<file path="config.mk">
export PLATFORM = sky130hd
export DESIGN_NAME = plat_scroller_flat
export DESIGN_NICKNAME = d
export VERILOG_FILES = /design/src/rtl/color_bounce_pkg.sv /design/src/rtl/plat_scroller_if.sv /design/src/rtl/plat_lfsr.sv /design/src/rtl/plat_scroller.sv /design/src/flat_wrapper.sv
export SDC_FILE = /design/constraint.sdc
export NUM_CORES = 1
export LEC_CHECK = 0
export BUFFER_PORTS_ARGS = -buffer_cell sky130_fd_sc_hd__buf_2
export CORE_MARGIN = 5
export CORE_UTILIZATION = 48
export DETAILED_ROUTE_END_ITERATION = 16
export PLACE_DENSITY = 0.86
export RECOVER_POWER = 100
export SYNTH_ARGS = -nofsm -noshare
export SYNTH_HDL_FRONTEND = slang
export SYNTH_HIERARCHICAL = 1
export SYNTH_SLANG_ARGS = --single-unit
</file>
<file path="constraint.sdc">
create_clock -name clk -period 2.9 [get_ports clk]
set_input_delay 0.435 -clock clk [delete_from_list [all_inputs] [get_ports clk]]
set_output_delay 0.435 -clock clk [all_outputs]
set_load 0.02 [all_outputs]
</file>
<file path="src/rtl/color_bounce_pkg.sv">
// Shared constants and types for the colour-bounce game core.
// Holds the platform start layout, the scroller FSM state type and LFSR constants.
package color_bounce_pkg;

    localparam int         Y_MAX_DEFAULT = 116;

    // Start layout: platforms evenly spaced down the playfield
    localparam logic [6:0] PLAT_Y0 = 7'd0;
    localparam logic [6:0] PLAT_Y1 = 7'd29;
    localparam logic [6:0] PLAT_Y2 = 7'd58;
    localparam logic [6:0] PLAT_Y3 = 7'd87;

    // 8-bit Fibonacci LFSR, taps 8,6,5,4 (bits 7,5,4,3)
    localparam logic [7:0] LFSR_SEED = 8'hA5;
    localparam logic [7:0] LFSR_TAPS = 8'hB8;

    typedef enum logic [1:0] {
        IDLE  = 2'd0,
        SWEEP = 2'd1,
        DONE  = 2'd2
    } scroll_state_t;

    // Packed start layout, platform k at [7k+6:7k]
    function automatic logic [27:0] start_layout();
        return {PLAT_Y3, PLAT_Y2, PLAT_Y1, PLAT_Y0};
    endfunction

endpackage

</file>
<file path="src/rtl/plat_scroller_if.sv">
// Controller/drawer-facing bus of the platform scroller.
// master = controller side (drives strobes), slave = plat_scroller.
interface plat_scroller_if;
    logic        step;
    logic        restart;
    logic        gameover;
    logic [31:0] curr_score;
    logic [27:0] position_plats;
    logic [27:0] prev_plats;
    logic        plats_valid;
    logic        busy;
    logic [3:0]  spawn;

    modport master (
        output step, restart, gameover, curr_score,
        input  position_plats, prev_plats, plats_valid, busy, spawn
    );

    modport slave (
        input  step, restart, gameover, curr_score,
        output position_plats, prev_plats, plats_valid, busy, spawn
    );
endinterface

</file>
<file path="src/rtl/plat_lfsr.sv">
// Free-running 8-bit Fibonacci LFSR used for random platform respawn heights.
// Only instantiated when PLAT_RANDOM_SPAWN_EN is defined.
module plat_lfsr
    import color_bounce_pkg::*;
(
    input  logic       clk,
    input  logic       resetn,
    output logic [7:0] lfsr
);

    // Shift left every clock, feedback is the XOR of the tapped bits
    always_ff @(posedge clk or negedge resetn) begin
        if (!resetn) lfsr <= LFSR_SEED;
        else         lfsr <= {lfsr[6:0], ^(lfsr & LFSR_TAPS)};
    end

endmodule

</file>
<file path="src/rtl/plat_scroller.sv">
// Platform scroller: owns the four platform y positions, slides them down by a
// score-dependent speed on each step (one platform per cycle) and respawns any
// platform reaching the floor. Optional macro PLAT_RANDOM_SPAWN_EN selects an
// LFSR-derived respawn height instead of row 0.
module plat_scroller
    import color_bounce_pkg::*;
#(
    parameter int Y_MAX       = Y_MAX_DEFAULT,
    parameter int SPEED_SHIFT = 3,
    parameter int MAX_SPEED   = 4
) (
    input  logic            clk,
    input  logic            resetn,
    plat_scroller_if.slave  bus
);

    scroll_state_t   state;
    logic [1:0]      idx;
    logic [7:0]      speed;
    logic [7:0]      speed_nxt;
    logic [31:0]     score_lvl;
    logic [3:0]      spawn_acc;
    logic [3:0][6:0] plats;
    logic [3:0][6:0] prev;
    logic [7:0]      sum;
    logic [6:0]      respawn_y;
    logic            valid_q;
    logic            busy_q;
    logic [3:0]      spawn_q;

`ifdef PLAT_RANDOM_SPAWN_EN
    logic [7:0] lfsr;

    plat_lfsr u_lfsr (
        .clk    (clk),
        .resetn (resetn),
        .lfsr   (lfsr)
    );

    assign respawn_y = {3'b000, lfsr[3:0]};
`else
    assign respawn_y = 7'd0;
`endif

    // Speed = 1 + min(score >> SPEED_SHIFT, MAX_SPEED-1); the cap test is done
    // at full 32-bit width so huge scores never wrap into a slow speed
    always_comb begin
        score_lvl = bus.curr_score >> SPEED_SHIFT;
        if (score_lvl >= 32'(MAX_SPEED - 1)) speed_nxt = 8'(MAX_SPEED);
        else                                 speed_nxt = score_lvl[7:0] + 8'd1;
    end

    // 8-bit sum of the platform being swept, so the floor test never wraps
    always_comb begin
        sum = {1'b0, plats[idx]} + speed;
    end

    // Scroll FSM; restart overrides every state and suppresses the valid pulse
    always_ff @(posedge clk or negedge resetn) begin
        if (!resetn) begin
            state     <= IDLE;
            idx       <= 2'd0;
            speed     <= 8'd1;
            spawn_acc <= 4'd0;
            plats     <= start_layout();
            prev      <= start_layout();
            valid_q   <= 1'b0;
            busy_q    <= 1'b0;
            spawn_q   <= 4'd0;
        end else if (bus.restart) begin
            state     <= IDLE;
            idx       <= 2'd0;
            spawn_acc <= 4'd0;
            plats     <= start_layout();
            prev      <= start_layout();
            valid_q   <= 1'b0;
            busy_q    <= 1'b0;
            spawn_q   <= 4'd0;
        end else begin
            valid_q <= 1'b0;
            spawn_q <= 4'd0;
            case (state)
                IDLE: begin
                    if (bus.step && !bus.gameover) begin
                        prev      <= plats;
                        speed     <= speed_nxt;
                        idx       <= 2'd0;
                        spawn_acc <= 4'd0;
                        busy_q    <= 1'b1;
                        state     <= SWEEP;
                    end
                end
                SWEEP: begin
                    if (sum >= 8'(Y_MAX)) begin
                        plats[idx]     <= respawn_y;
                        spawn_acc[idx] <= 1'b1;
                    end else begin
                        plats[idx] <= sum[6:0];
                    end
                    idx <= idx + 2'd1;
                    if (idx == 2'd3) state <= DONE;
                end
                DONE: begin
                    valid_q <= 1'b1;
                    spawn_q <= spawn_acc;
                    busy_q  <= 1'b0;
                    state   <= IDLE;
                end
                default: begin
                    busy_q <= 1'b0;
                    state  <= IDLE;
                end
            endcase
        end
    end

    assign bus.position_plats = plats;
    assign bus.prev_plats     = prev;
    assign bus.plats_valid    = valid_q;
    assign bus.busy           = busy_q;
    assign bus.spawn          = spawn_q;

endmodule

</file>
<file path="src/flat_wrapper.sv">
// flat-port wrapper written by rule: the top's interface ports become plain ports
module plat_scroller_flat import color_bounce_pkg::*;
#(
    parameter int Y_MAX       = Y_MAX_DEFAULT,
    parameter int SPEED_SHIFT = 3,
    parameter int MAX_SPEED   = 4
)
  (clk, resetn, bus_step, bus_restart, bus_gameover, bus_curr_score, bus_position_plats, bus_prev_plats, bus_plats_valid, bus_busy, bus_spawn);
  plat_scroller_if bus_i ();
  input  logic clk;
  input  logic resetn;
  input wire logic [$bits(bus_i.step)-1:0] bus_step;
  input wire logic [$bits(bus_i.restart)-1:0] bus_restart;
  input wire logic [$bits(bus_i.gameover)-1:0] bus_gameover;
  input wire logic [$bits(bus_i.curr_score)-1:0] bus_curr_score;
  output wire logic [$bits(bus_i.position_plats)-1:0] bus_position_plats;
  output wire logic [$bits(bus_i.prev_plats)-1:0] bus_prev_plats;
  output wire logic [$bits(bus_i.plats_valid)-1:0] bus_plats_valid;
  output wire logic [$bits(bus_i.busy)-1:0] bus_busy;
  output wire logic [$bits(bus_i.spawn)-1:0] bus_spawn;
  assign bus_i.step = bus_step;
  assign bus_i.restart = bus_restart;
  assign bus_i.gameover = bus_gameover;
  assign bus_i.curr_score = bus_curr_score;
  assign bus_position_plats = bus_i.position_plats;
  assign bus_prev_plats = bus_i.prev_plats;
  assign bus_plats_valid = bus_i.plats_valid;
  assign bus_busy = bus_i.busy;
  assign bus_spawn = bus_i.spawn;
  plat_scroller #(.Y_MAX(Y_MAX), .SPEED_SHIFT(SPEED_SHIFT), .MAX_SPEED(MAX_SPEED)) u_core (.clk(clk), .resetn(resetn), .bus(bus_i));
endmodule
</file>
==> results.cfg, run 1 <==
[status]
status = finished, violations left
violations = max-capacitance violations, max-slew violations, negative setup slack

[timing]
clock.fmax_ghz = 0.320
fin_hold_ws_ns = 0.303
setup_viol = 32
period_minus_slack_ns = 3.13
maxSlewViolCount = 79
hold_viol_final = 0
min_period_over_period = 1.08
tightest_slew_ns = 1.86
max-slew-margin-rel = -0.240
setup_slack_ns = -0.228
rsz0062_at_grt = true
clock_skew_ns = 0.0110

[setup_path]
worstPathArrival_ns = 3.36
critPathKind = register to register
setup.worst_path.start_class = register
cp.required_ns = 3.14
cp_max_fo = 7
end_kind = register

[synthesis]
synthTopCellsByArea = dfrtp_1 (34%), dfstp_2 (19%), mux4_2 (4.2%), a21oi_1 (4.0%), ha_1 (4.0%)
netlist_area_sq_mm = 0.00378
synthFlopType = dfrtp_1
synth_warnings = 6
syn-num-nets = 383
netlist_instances = 333
synth.ff_latch_count = 78
ys_seq_area_frac = 0.525
synth_top_area_share = 0.338
synth_area_per_cell_sq_um = 11.4
synthArstFlopShare = 1.00
synth_edf_count = 0
yosys.area.top_type = dfrtp_1
synth_cell_types = 51

[floorplanning]
row_count = 32
die_y_um = 98.8
ios = 99
coreArea_sq_mm = 0.00769
die_w_um = 98.8
initial_core_util = 0.492
die_area_sq_mm = 0.00975

[routing]
ant_nets = 0
routed_via_density = 6.05
drc = 0
wl_mm = 11.3
firstDrtPassIters = 5
wl_per_cell_um = 19.7
vias = 3464
drt_iter0_drc = 338

[clocking]
clock-sinks = 78
htree_levels = 3
cts-buffers-inserted = 9
clk_pin_slew_ns = 0.08
tritoncts = done
cts.hold.buffers_added = 0
clock_path_buffers = 2
clk_latency_ns = 0.35
clockRootBuffer = clkbuf_8

[global_routing]
grt_use_total = 0.231
grt_pass1_wl_mm = 17.8
first_global_vias = 3430
grt_max_degree = 79
antenna_found_initial = 0
grt_overflow_total = 0

[pwr]
irDropWorstVdd_mv = 0.252
power_density_mw_per_mm2 = 436
p_leak_nw = 2.24
p_total_w = 0.00218

[cells_and_area]
final_cell_mix = buf_2 (94), dfrtp_1 (51), buf_4 (45)
drive_above_1_share = 0.463
diodes = 0
area_delta_synth_final_pct = 32.2
final_common_cell = buf_2
fin_nets = 516

[placed_design]
dpl.hpwl_mm = 7.85
io_buffers = 95
place_ws_ns = -0.219
gp_congestion = 0.919

[job]
cap_violations = 1

[worst_hold_path]
min_path_type = input port to register
==> repair_timing <==
item / CTS / global route
buffers inserted: 3 / 1
setup endpoints to repair: 32 / 32
gates resized for setup: 13 / 7
pin swaps: 3 / 1
cloned: 1 / 0
==> per-layer routing <==
metal,GRT usage,vias to the layer above,wire [um]
met3,0.0368,43,789
met5,0,-,0
met4,0.120,0,381
met1,0.303,1729,4410
li1,-,1499,-
met2,0.369,193,5690
==> Yosys cell counts (2+ instances only) <==
library cell  instances
dfrtp_1              51
a21oi_1              30
nand2_1              29
dfstp_2              27
clkbuf_1             17
nor2_1               17
a22o_1               16
o22a_1               14
ha_1                 12
o31ai_1              12
inv_1                11
nor4_1                9
o211ai_1              9
mux4_2                7
and2_1                6
nor2b_1               6
nor3_1                5
o21ai_0               5
nand3b_1              4
o21ai_1               4
o31ai_2               4
o2111ai_1             3
buf_6                 2
nand4_1               2
nor3b_1               2
o21a_1                2
xnor2_1               2
xor2_1                2
==> logic make-up (layout without fill, tap and decap cells) <==
kind of cell | after synthesis | count (layout) | share of synthesized area
DFF | 78 | 78 | 0.525
xor gates and xnor gates | 4 | 4 | 0.00927
buffers and inverters | 33 | 171 | 0.0381
muxes | 9 | 9 | 0.0473
and+or+nand+nor | 86 | 86 | 0.114
adders and majority gates | 13 | 13 | 0.0450
AOI/OAI and AO/OA | 110 | 110 | 0.221
==> critical path: stages, from the launching register on <==
cell	delay [ns]
dfrtp_1	0.40
buf_12	0.14
mux4_2	0.52
ha_4	0.18
inv_2	0.05
fa_2	0.18
and2b_1	0.21
o22a_1	0.22
xnor2_2	0.19
a2111o_1	0.26
buf_6	0.17
nand3b_1	0.20
o31ai_2	0.29
==> registers in the layout, summed over array words and instances (netlist names) <==
signal and count:
u_core/bus.plats_valid 1, u_core/bus.spawn 4, u_core/idx 2, u_core/bus.prev_plats 28
u_core/bus.position_plats 28, u_core/speed 8, u_core/state 2, u_core/spawn_acc 4
u_core/bus.busy 1
==> final timing paths <==
| check | start | end | slack [ns] | depth (start not counted) |
|---|---|---|---|---|
| min in group asynchronous | resetn | u_core/bus.busy | 0.59 | 1 |
| min reg2reg | u_core/spawn_acc[3] | u_core/spawn_acc[3] | 0.49 | 2 |
| max reg2reg | u_core/idx[0] | u_core/bus.position_plats[6] | -0.23 | 12 |
| max in group asynchronous | resetn | u_core/bus.position_plats[8] | 1.22 | 1 |
| max | u_core/idx[0] | u_core/bus.position_plats[6] | -0.23 | 12 |
| min | bus_curr_score[3] | u_core/speed[0] | 0.30 | 2 |
==> metrics by stage <==
| stage | cell area [sq um] | setup TNS (ns) | utilization | instances |
|---|---|---|---|---|
| after CTS | 4960 | -2.93 | 0.645 | 572 |
| after floorplan | 3810 | -0.110 | - | 333 |
| after detailed placement | 4650 | -4.11 | 0.605 | 552 |
| after global routing | 5000 | -7.11 | 0.650 | 573 |
| after global placement | 4650 | -2.31 | 0.605 | 552 |
| final | 5000 | -4.66 | 0.650 | 573 |
==> cell type report <==
| cell class | instances | area (sq um) |
|---|---|---|
| fillers | 563 | 2690 |
| repair buffers | 143 | 865 |
| clock buffers | 11 | 163 |
| clock inverters | 5 | 31.3 |
| flip-flops and latches | 78 | 1990 |
| inverters | 12 | 45.0 |
| well taps | 102 | 128 |
| multi-input cells | 222 | 1780 |
==> power breakdown <==
group          switching [W]  internal, W  total, W
Combinational       0.000173     0.000112  0.000285
Sequential         0.0000108      0.00110   0.00111
Clock               0.000397     0.000383  0.000780
Total               0.000581      0.00160   0.00218
Note: power is estimated with default switching activity, not from simulation.
==> inputs of run 2 (changes only) <==
- CORE_MARGIN: 5 -> unset
==> results.cfg, run 2 (same netlist as run 1, synthesis figures left out) <==
[cells_and_area]
fin_nets = 531
final_common_cell = buf_2
drive_above_1_share = 0.471
area_delta_synth_final_pct = 34.0
final_cell_mix = buf_2 (96), buf_4 (57), dfrtp_1 (51)
diodes = 0

[timing]
clock.fmax_ghz = 0.324
hold_viol_final = 0
period_minus_slack_ns = 3.09
rsz0062_at_grt = true
min_period_over_period = 1.06
setup_viol = 32
maxSlewViolCount = 79
setup_slack_ns = -0.185
tns_ns = -4.76
tightest_slew_ns = 1.84
clock_skew_ns = 0.0111
max-slew-margin-rel = -0.227

[routing]
wl_per_cell_um = 18.0
vias = 3445
drt_iter0_drc = 255
ant_nets = 0
routed_via_density = 5.89
firstDrtPassIters = 4
wl_mm = 10.5
drc = 0

[status]
violations = max-capacitance violations, max-slew violations, negative setup slack
status = finished, violations left

[setup_path]
critPathBufInv = 4
path_cells = buf_6 -> mux4_2 -> ha_4 -> inv_2 -> fa_2 -> and2b_1 -> o22a_1 -> xnor2_2 -> a2111o_1 -> buf_4 -> o21ai_4 -> buf_12 -> o31ai_1
cp.required_ns = 3.16
worstPathArrival_ns = 3.34
critPathKind = register to register
r2r_slack_ns = -0.19
critical-path-top-delay-family = compound AO/OA/AOI/OAI gates
end_kind = register
cpPeakStageDelay_ns = 0.52
crit_path_top_delay_cell = mux4_2
cp_max_fo = 12
setup.worst_path.start_class = register

[global_routing]
grt_pass1_wl_mm = 16.5
grt_max_degree = 79
grt_overflow_total = 0
first_global_vias = 3292
antenna_found_initial = 0
grt_use_total = 0.261

[floorplanning]
coreArea_sq_mm = 0.00745
ios = 99
initial_core_util = 0.508
die_area_sq_mm = 0.00824
row_count = 31
die_w_um = 90.8
die_y_um = 90.8

[clocking]
tritoncts = done
clk_pin_slew_ns = 0.08
cts-buffers-inserted = 9
clock-sinks = 78
htree_levels = 3
clockRootBuffer = clkbuf_8
clock_path_buffers = 2
cts.hold.buffers_added = 0
clk_latency_ns = 0.36

[pwr]
irDropWorstVdd_mv = 0.422
p_leak_nw = 2.31
power_density_mw_per_mm2 = 453

[placed_design]
io_buffers = 95
dpl.hpwl_mm = 7.22
gp_congestion = 0.885
place_ws_ns = -0.226

[worst_hold_path]
min_path_type = input port to register

[job]
cap_violations = 1
run 2: changes by cell type in the layout (fill, tap and decap cells not counted), sizes merged:
cell,delta
buf,+15
bufinv,+2
clkinv,-2
clkinvlp,-1
inv,+1
run 2: final cells by class:
class | instances | area, sq um
inverter | 12 | 45.0
clock buffer | 11 | 131
multi-input combinational | 222 | 1730
sequential | 78 | 1990
tap | 99 | 124
fill | 555 | 2380
timing repair buffer | 158 | 967
clock inverter | 5 | 82.6
run 2: timing repair:
| action | 4_1_cts | 5_1_grt |
|---|---|---|
| setup buffers | 8 | 0 |
| setup endpoints to repair | 32 | 32 |
| resized for setup | 12 | 1 |
| hold endpoints to repair | 0 | 0 |
| cloned | 1 | 0 |
| pin swaps | 11 | 0 |
run 2: worst paths after layout:
kind / from / end / cells past startpoint
hold reg to reg: u_core/spawn_acc[3] / u_core/spawn_acc[3] / 2
setup / recovery: u_core/idx[0] / u_core/bus.position_plats[23] / 13
min in group asynchronous: resetn / u_core/bus.busy / 2
setup reg to reg: u_core/idx[0] / u_core/bus.position_plats[23] / 13
max in group asynchronous: resetn / u_core/bus.prev_plats[26] / 2
hold / removal: bus_curr_score[3] / u_core/speed[0] / 2
run 2: per-layer routing:
| metal | global-route usage | vias up | share of wire |
|---|---|---|---|
| met5 | 0 | - | 0 |
| met4 | 0.0968 | 0 | 0.024 |
| met3 | 0.0707 | 22 | 0.084 |
| met2 | 0.425 | 206 | 0.49 |
| met1 | 0.333 | 1679 | 0.40 |
| li1 | - | 1538 | - |
run 2: metrics by stage:
stage	total power [W]	util	std cells	cell area, sq um	hold slack [ns]
2_1_floorplan	0.00127	-	333	3810	0.139
3_3_place_gp	0.00139	0.633	560	4720	0.465
3_5_place_dp	0.00140	0.633	560	4720	0.470
4_1_cts	0.00230	0.680	585	5060	0.285
5_1_grt	0.00238	0.680	585	5060	0.294
6_report	0.00229	0.680	585	5060	0.313
run 2: report_power, final:
group / switching (W) / internal (W)
registers: 0.0000114 / 0.00110
logic: 0.000166 / 0.000125
clock network: 0.000401 / 0.000489
run 2: worst reg2reg max path: cells and delay by family, from the launching register on:
| family | cells | cell delay (ns) |
|---|---|---|
| AND/OR/NAND/NOR | 1 | 0.21 |
| adder cells (fa/ha/maj) | 2 | 0.37 |
| multiplexers | 1 | 0.53 |
| buffers and inverters | 4 | 0.53 |
| XOR/XNOR | 1 | 0.17 |
| flip-flops | 1 | 0.37 |
| AO/OA/AOI/OAI | 4 | 0.80 |
